===== src/rtl/uart_reg_host_if.sv =====
// Request/response handshake plus uart_core byte channel of the UART register host.
interface uart_reg_host_if #(
  parameter int W_REG  = 32,
  parameter int N_REGS = 8
);
  localparam int ADDR_W = (N_REGS > 1) ? $clog2(N_REGS) : 1;

  logic              req_valid;
  logic              req_ready;
  logic              req_write;
  logic [ADDR_W-1:0] req_addr;
  logic [W_REG-1:0]  req_wdata;
  logic              rsp_valid;
  logic [W_REG-1:0]  rsp_rdata;
  logic              rsp_err;
  logic [7:0]        tx_byte;
  logic              tx_valid;
  logic              tx_done;
  logic [7:0]        rx_byte;
  logic              rx_valid;

  modport slave (
    input  req_valid, req_write, req_addr, req_wdata, tx_done, rx_byte, rx_valid,
    output req_ready, rsp_valid, rsp_rdata, rsp_err, tx_byte, tx_valid
  );

  modport master (
    output req_valid, req_write, req_addr, req_wdata, tx_done, rx_byte, rx_valid,
    input  req_ready, rsp_valid, rsp_rdata, rsp_err, tx_byte, tx_valid
  );
endinterface


===== src/rtl/uart_reg_host.sv =====
// Host-side initiator: turns register read/write requests into UART command frames
// and collects the ACK byte or read data, with an inter-byte response timeout.
module uart_reg_host #(
  parameter int         W_REG    = 32,
  parameter int         N_REGS   = 8,
  parameter int         TIMEOUT  = 65535,
  parameter logic [7:0] ACK_BYTE = 8'hA5
) (
  input  logic           clk,
  input  logic           rst,
  uart_reg_host_if.slave bus
);
  localparam int N_BYTES = W_REG / 8;
  localparam int ADDR_W  = (N_REGS > 1) ? $clog2(N_REGS) : 1;
  localparam int BW      = $clog2(N_BYTES + 1);
  localparam int TW      = $clog2(TIMEOUT + 1);
  localparam logic [BW-1:0] LAST_IDX = BW'(N_BYTES - 1);
  localparam logic [TW-1:0] TMO_LAST = TW'(TIMEOUT - 1);

  typedef enum logic [2:0] {
    IDLE      = 3'd0,
    SEND_CMD  = 3'd1,
    SEND_DATA = 3'd2,
    WAIT_ACK  = 3'd3,
    RECV_DATA = 3'd4,
    RESP      = 3'd5
  } state_t;

  state_t           state_r;
  logic             write_r;
  logic [W_REG-1:0] wdata_r;
  logic [BW-1:0]    idx_r;
  logic [TW-1:0]    timer_r;
  logic             req_ready_r;
  logic             rsp_valid_r;
  logic             rsp_err_r;
  logic [W_REG-1:0] rsp_rdata_r;
  logic             tx_valid_r;
  logic [7:0]       tx_byte_r;
  logic [7:0]       cmd_s;

  function automatic logic [7:0] byte_of(input logic [W_REG-1:0] word, input logic [BW-1:0] idx);
    return 8'(word >> {idx, 3'b000});
  endfunction

  // Command byte: R/W flag in bit 7, register index in the low bits.
  always_comb begin
    cmd_s              = 8'h00;
    cmd_s[7]           = bus.req_write;
    cmd_s[ADDR_W-1:0]  = bus.req_addr;
  end

  // Frame sequencer; the timer measures idle cycles since entry or the last accepted byte.
  always_ff @(posedge clk) begin
    if (rst) begin
      state_r     <= IDLE;
      write_r     <= 1'b0;
      wdata_r     <= '0;
      idx_r       <= '0;
      timer_r     <= '0;
      req_ready_r <= 1'b1;
      rsp_valid_r <= 1'b0;
      rsp_err_r   <= 1'b0;
      rsp_rdata_r <= '0;
      tx_valid_r  <= 1'b0;
      tx_byte_r   <= 8'h00;
    end else begin
      case (state_r)
        IDLE: begin
          if (bus.req_valid) begin
            write_r     <= bus.req_write;
            wdata_r     <= bus.req_wdata;
            rsp_rdata_r <= '0;
            rsp_err_r   <= 1'b0;
            tx_byte_r   <= cmd_s;
            tx_valid_r  <= 1'b1;
            req_ready_r <= 1'b0;
            state_r     <= SEND_CMD;
          end
        end
        SEND_CMD: begin
          if (tx_valid_r && bus.tx_done) begin
            tx_valid_r <= 1'b0;
            idx_r      <= '0;
            timer_r    <= '0;
            if (write_r) begin
              tx_byte_r <= byte_of(wdata_r, BW'(0));
              state_r   <= SEND_DATA;
            end else begin
              tx_byte_r <= 8'h00;
              state_r   <= RECV_DATA;
            end
          end
        end
        SEND_DATA: begin
          // One cycle with tx_valid low separates consecutive bytes.
          if (!tx_valid_r) begin
            tx_valid_r <= 1'b1;
          end else if (bus.tx_done) begin
            tx_valid_r <= 1'b0;
            if (idx_r == LAST_IDX) begin
              tx_byte_r <= 8'h00;
              idx_r     <= '0;
              timer_r   <= '0;
              state_r   <= WAIT_ACK;
            end else begin
              tx_byte_r <= byte_of(wdata_r, idx_r + BW'(1));
              idx_r     <= idx_r + BW'(1);
            end
          end
        end
        WAIT_ACK: begin
          if (bus.rx_valid) begin
            rsp_err_r   <= (bus.rx_byte != ACK_BYTE);
            rsp_valid_r <= 1'b1;
            timer_r     <= '0;
            state_r     <= RESP;
          end else if (timer_r == TMO_LAST) begin
            rsp_err_r   <= 1'b1;
            rsp_valid_r <= 1'b1;
            state_r     <= RESP;
          end else begin
            timer_r <= timer_r + TW'(1);
          end
        end
        RECV_DATA: begin
          if (bus.rx_valid) begin
            for (int k = 0; k < N_BYTES; k++) begin
              if (idx_r == BW'(k)) begin
                rsp_rdata_r[8*k +: 8] <= bus.rx_byte;
              end
            end
            timer_r <= '0;
            if (idx_r == LAST_IDX) begin
              idx_r       <= '0;
              rsp_err_r   <= 1'b0;
              rsp_valid_r <= 1'b1;
              state_r     <= RESP;
            end else begin
              idx_r <= idx_r + BW'(1);
            end
          end else if (timer_r == TMO_LAST) begin
            // Partial read data is kept; bytes never received stay zero.
            rsp_err_r   <= 1'b1;
            rsp_valid_r <= 1'b1;
            state_r     <= RESP;
          end else begin
            timer_r <= timer_r + TW'(1);
          end
        end
        RESP: begin
          rsp_valid_r <= 1'b0;
          req_ready_r <= 1'b1;
          state_r     <= IDLE;
        end
        default: begin
          state_r     <= IDLE;
          req_ready_r <= 1'b1;
          rsp_valid_r <= 1'b0;
          tx_valid_r  <= 1'b0;
        end
      endcase
    end
  end

  assign bus.req_ready = req_ready_r;
  assign bus.rsp_valid = rsp_valid_r;
  assign bus.rsp_err   = rsp_err_r;
  assign bus.rsp_rdata = rsp_rdata_r;
  assign bus.tx_valid  = tx_valid_r;
  assign bus.tx_byte   = tx_byte_r;
endmodule


===== src/flat_wrapper.sv =====
// flat-port wrapper written by rule: the top's interface ports become plain ports
module uart_reg_host_flat 
#(
  parameter int         W_REG    = 32,
  parameter int         N_REGS   = 8,
  parameter int         TIMEOUT  = 65535,
  parameter logic [7:0] ACK_BYTE = 8'hA5
)
  (clk, rst, bus_req_valid, bus_req_write, bus_req_addr, bus_req_wdata, bus_tx_done, bus_rx_byte, bus_rx_valid, bus_req_ready, bus_rsp_valid, bus_rsp_rdata, bus_rsp_err, bus_tx_byte, bus_tx_valid);
  uart_reg_host_if #(.W_REG(W_REG), .N_REGS(N_REGS)) bus_i ();
  input  logic clk;
  input  logic rst;
  input wire logic [$bits(bus_i.req_valid)-1:0] bus_req_valid;
  input wire logic [$bits(bus_i.req_write)-1:0] bus_req_write;
  input wire logic [$bits(bus_i.req_addr)-1:0] bus_req_addr;
  input wire logic [$bits(bus_i.req_wdata)-1:0] bus_req_wdata;
  input wire logic [$bits(bus_i.tx_done)-1:0] bus_tx_done;
  input wire logic [$bits(bus_i.rx_byte)-1:0] bus_rx_byte;
  input wire logic [$bits(bus_i.rx_valid)-1:0] bus_rx_valid;
  output wire logic [$bits(bus_i.req_ready)-1:0] bus_req_ready;
  output wire logic [$bits(bus_i.rsp_valid)-1:0] bus_rsp_valid;
  output wire logic [$bits(bus_i.rsp_rdata)-1:0] bus_rsp_rdata;
  output wire logic [$bits(bus_i.rsp_err)-1:0] bus_rsp_err;
  output wire logic [$bits(bus_i.tx_byte)-1:0] bus_tx_byte;
  output wire logic [$bits(bus_i.tx_valid)-1:0] bus_tx_valid;
  assign bus_i.req_valid = bus_req_valid;
  assign bus_i.req_write = bus_req_write;
  assign bus_i.req_addr = bus_req_addr;
  assign bus_i.req_wdata = bus_req_wdata;
  assign bus_i.tx_done = bus_tx_done;
  assign bus_i.rx_byte = bus_rx_byte;
  assign bus_i.rx_valid = bus_rx_valid;
  assign bus_req_ready = bus_i.req_ready;
  assign bus_rsp_valid = bus_i.rsp_valid;
  assign bus_rsp_rdata = bus_i.rsp_rdata;
  assign bus_rsp_err = bus_i.rsp_err;
  assign bus_tx_byte = bus_i.tx_byte;
  assign bus_tx_valid = bus_i.tx_valid;
  uart_reg_host #(.W_REG(W_REG), .N_REGS(N_REGS), .TIMEOUT(TIMEOUT), .ACK_BYTE(ACK_BYTE)) u_core (.clk(clk), .rst(rst), .bus(bus_i));
endmodule

===== config.mk =====
export PLATFORM = sky130hd
export DESIGN_NAME = uart_reg_host_flat
export DESIGN_NICKNAME = d
export VERILOG_FILES = /design/src/rtl/uart_reg_host_if.sv /design/src/rtl/uart_reg_host.sv /design/src/flat_wrapper.sv
export SDC_FILE = /design/constraint.sdc
export NUM_CORES = 1
export LEC_CHECK = 0
export ABC_AREA = 1
export CAP_MARGIN = 20
export CORE_UTILIZATION = 50
export CTS_BUF_LIST = sky130_fd_sc_hd__clkbuf_8
export DETAILED_ROUTE_END_ITERATION = 12
export GPL_ROUTABILITY_DRIVEN = 1
export PLACE_DENSITY_LB_ADDON = 0.15
export REMOVE_ABC_BUFFERS = 1
export SKIP_CTS_REPAIR_TIMING = 1
export SYNTH_ARGS = -nofsm -noshare
export SYNTH_HDL_FRONTEND = slang
export SYNTH_SLANG_ARGS = --single-unit

===== constraint.sdc =====
create_clock -name clk -period 3 [get_ports clk]
set_input_delay 0.45 -clock clk [delete_from_list [all_inputs] [get_ports clk]]
set_output_delay 0.45 -clock clk [all_outputs]
set_load 0.005 [all_outputs]

==> impl_metrics.tcl <==
set metrics [dict create \
    setup_viol 0 \
    grt_pass1_wl_mm 20.84 \
    drc 0 \
    clockBufferDepth 2 \
    drt_iter0_markers 202 \
    worstMarginPinSlew_ns 0.7011 \
    endpoint_kind "flip-flop" \
    yosys-top-cells-count "206 x nand2_1, 99 x dfxtp_1, 96 x a21oi_1" \
    place_ws_ns 0.6984 \
    cp_data_arrival_time_ns 2.66 \
    gp_congestion 0.8893 \
    worst_slack_ns 0.6384 \
    grt_max_degree 60 \
    worstSetupPathType "reg -> reg" \
    cp_max_fo 16 \
    p_comb_frac 0.424 \
    p_sw_frac 0.4165 \
    dr.pass1.iters 5 \
    yosysTopAreaCell "dfxtp_1" \
    ioPinCount 93 \
    die_w_um 100.7 \
    muxShareOfSynthArea 0 \
    ant_nets 0 \
    synth_area_leaders "dfxtp_1 41%, nand2_1 16%, a21oi_1 9.9%" \
    synth-simple-area-share 0.3129 \
    htree_levels 3 \
    synthFlopType "dfxtp_1" \
    avgSynthCellArea_um2 6.708 \
    ir_drop_v 0.0003463 \
    hpwl_mm 9.219 \
    clk_latency_ns 0.37 \
    yosysWarnings 0 \
    synth-compound-area-share 0.1721 \
    wl_per_cell_um 13.17 \
    cts_tree "built" \
    synth_top_family_by_area "simple AND/OR/NAND/NOR gates" \
    skew_ns 0.01402 \
    max_freq_ghz 0.4234 \
    hold_viol 0 \
    p_int_mw 2.571 \
    rsz0062_at_grt "false" \
    grt_overflow 0 \
    fp.coreArea_um2 9328 \
    status "finished, final reports clean" \
    path_cells "inv_1 -> ha_1 -> inv_1 -> a21oi_1 -> o21ai_0 -> nand2_1 -> nand2_1 -> o21ai_0 -> nand2_1 -> a21oi_1" \
    worstPathRequired_ns 3.30 \
    ys_seq_area_frac 0.4070 \
    antenna_found_initial 0 \
    start_util 0.5221 \
    routed_wl_mm 12.36 \
    period_needed_ns 2.362 \
    netlist_area_um2 4870 \
    cts_root_buffer "clkbuf_8" \
    synth_top_area_frac 0.4070 \
    hp-class "reg -> reg" \
    vias 4856 \
    seqPwrFrac 0.389 \
    fin_crit_sh 0.7872 \
    pwr-share-clk 0.187 \
    fill_cells 887 \
    cts.reportedPaths.clkPinSlew_ns 0.10 \
    slowest_stage "ha_1" \
    port-buffer-count 92 \
    synth_adder_area_share 0.02055 \
    yosys.area_share.xor_xnor 0 \
    area_delta_synth_final_pct 23.72 \
    layout-drive-gt1-share 0.07417 \
    whs_ns 0.4672 \
    yosysUniqueCellTypes 35 \
    setup_tns_ns 0 \
    finalMaxSlewViolations 0 \
    fin_util 0.6459 \
    critPathMostFrequentCell "nand2_1" \
    ys_ff_latch 99 \
    die_h_um 100.7 \
    synthCells 726 \
    n_antenna_cell 0 \
    clock_sinks 99 \
    cts_buffers 9 \
    track_usage 0.2599 \
    maxCapViolations 0 \
    viasPerCell 5.177 \
    finalPower_mw 4.407 \
    fp.dieArea_um2 10140 \
    grt_pass1_vias 4492 \
    p_leak_nw 2.387 \
    synth-edff-count 0 \
    start_kind "flip-flop" \
    yosysMostFrequentCell "nand2_1" \
    rows 35 \
    synthArstFlopShare 0 \
    p_per_area_nw_per_um2 731.5 \
    switchingPower_mw 1.836 \
    max_stage_delay_ns 0.56 \
    nets 861 \
    max-slew-margin-rel 0.5297 \
]
-- stage by stage --
stage	cell area, um^2	instances
5_1_grt	6025	938
6_report	6025	938
3_3_place_gp	5839	922
2_1_floorplan	4740	698
3_5_place_dp	5839	922
4_1_cts	6025	938
-- per-layer routing --
layer / GRT usage / routed length, um / vias up
li1: - / - / 2488
met1: 0.3339 / 5519 / 2173
met2: 0.4331 / 5835 / 174
met3: 0.04300 / 708 / 21
met4: 0.1081 / 292 / 0
met5: 0 / 0 / -
-- cells by family after synthesis --
group | after synthesis
AO/OA/AOI/OAI | 158
AND/OR/NAND/NOR | 355
buffers and inverters | 106
adder cells (fa/ha/maj) | 8
flip-flops | 99
-- sequential cells by signal, indices dropped and copies added, names as in the netlist --
register              count
u_core.bus.tx_byte        8
u_core.bus.tx_valid       1
u_core.bus.req_ready      1
u_core.bus.rsp_valid      1
u_core.idx_r              3
u_core.timer_r           16
u_core.state_r            3
u_core.bus.rsp_rdata     32
u_core.wdata_r           32
u_core.bus.rsp_err        1
u_core.write_r            1
-- placed cells by master, fill, tap and decap left out, types with 4 or more instances in the layout --
cell type,count
nand2_2,5
nor2_1,73
a21oi_1,96
o21ai_1,12
nor2_2,7
nand3_1,35
ha_1,8
nor3_1,4
inv_2,12
clkbuf_8,10
o21ai_0,40
inv_1,64
nand2_4,5
nand4_1,11
nand2_1,206
clkdlybuf4s50_1,91
dfxtp_1,99
-- layout make-up --
type                    instances  area (um^2)  share of cell area
repair buffers                 95        938.4              0.1558
clock buffers                  10        137.6             0.02285
multi-input cells             521         2462              0.4087
well taps                     129        161.4             0.02679
flip-flops and latches         99         1982              0.3290
clock inverters                 6        47.55            0.007892
inverters                      78        295.3             0.04901
-- worst max-delay path, delay by kind of cell (launching register included) --
family | cells | cell delay (ns)
adder cells (fa/ha/maj) | 1 | 0.56
flip-flops | 1 | 0.54
AO/OA/AOI/OAI | 4 | 0.49
buffers and inverters | 2 | 0.49
AND/OR/NAND/NOR | 3 | 0.21
-- worst paths after layout --
kind                                   start                                  to  slack, ns  depth (start not counted)
min reg2reg  u_core.wdata_r[23]$_SDFFE_PP0P_     u_core.wdata_r[23]$_SDFFE_PP0P_       0.47                          2
max             u_core.idx_r[0]$_SDFFE_PP0P_  u_core.bus.tx_byte[4]$_SDFFE_PP0P_       0.64                         10
max reg2reg     u_core.idx_r[0]$_SDFFE_PP0P_  u_core.bus.tx_byte[4]$_SDFFE_PP0P_       0.64                         10
min          u_core.wdata_r[23]$_SDFFE_PP0P_     u_core.wdata_r[23]$_SDFFE_PP0P_       0.47                          2
-- power by group through the flow --
stage / Combinational, mW / Sequential [mW] / Clock [mW]
2_1_floorplan: 1.20 / 1.72 / 0
3_3_place_gp: 1.82 / 1.74 / 0
3_5_place_dp: 1.85 / 1.75 / 0
4_1_cts: 1.86 / 1.72 / 0.838
5_1_grt: 2.10 / 1.74 / 0.902
6_report: 1.87 / 1.72 / 0.824
(Power assumes the default switching activity.)
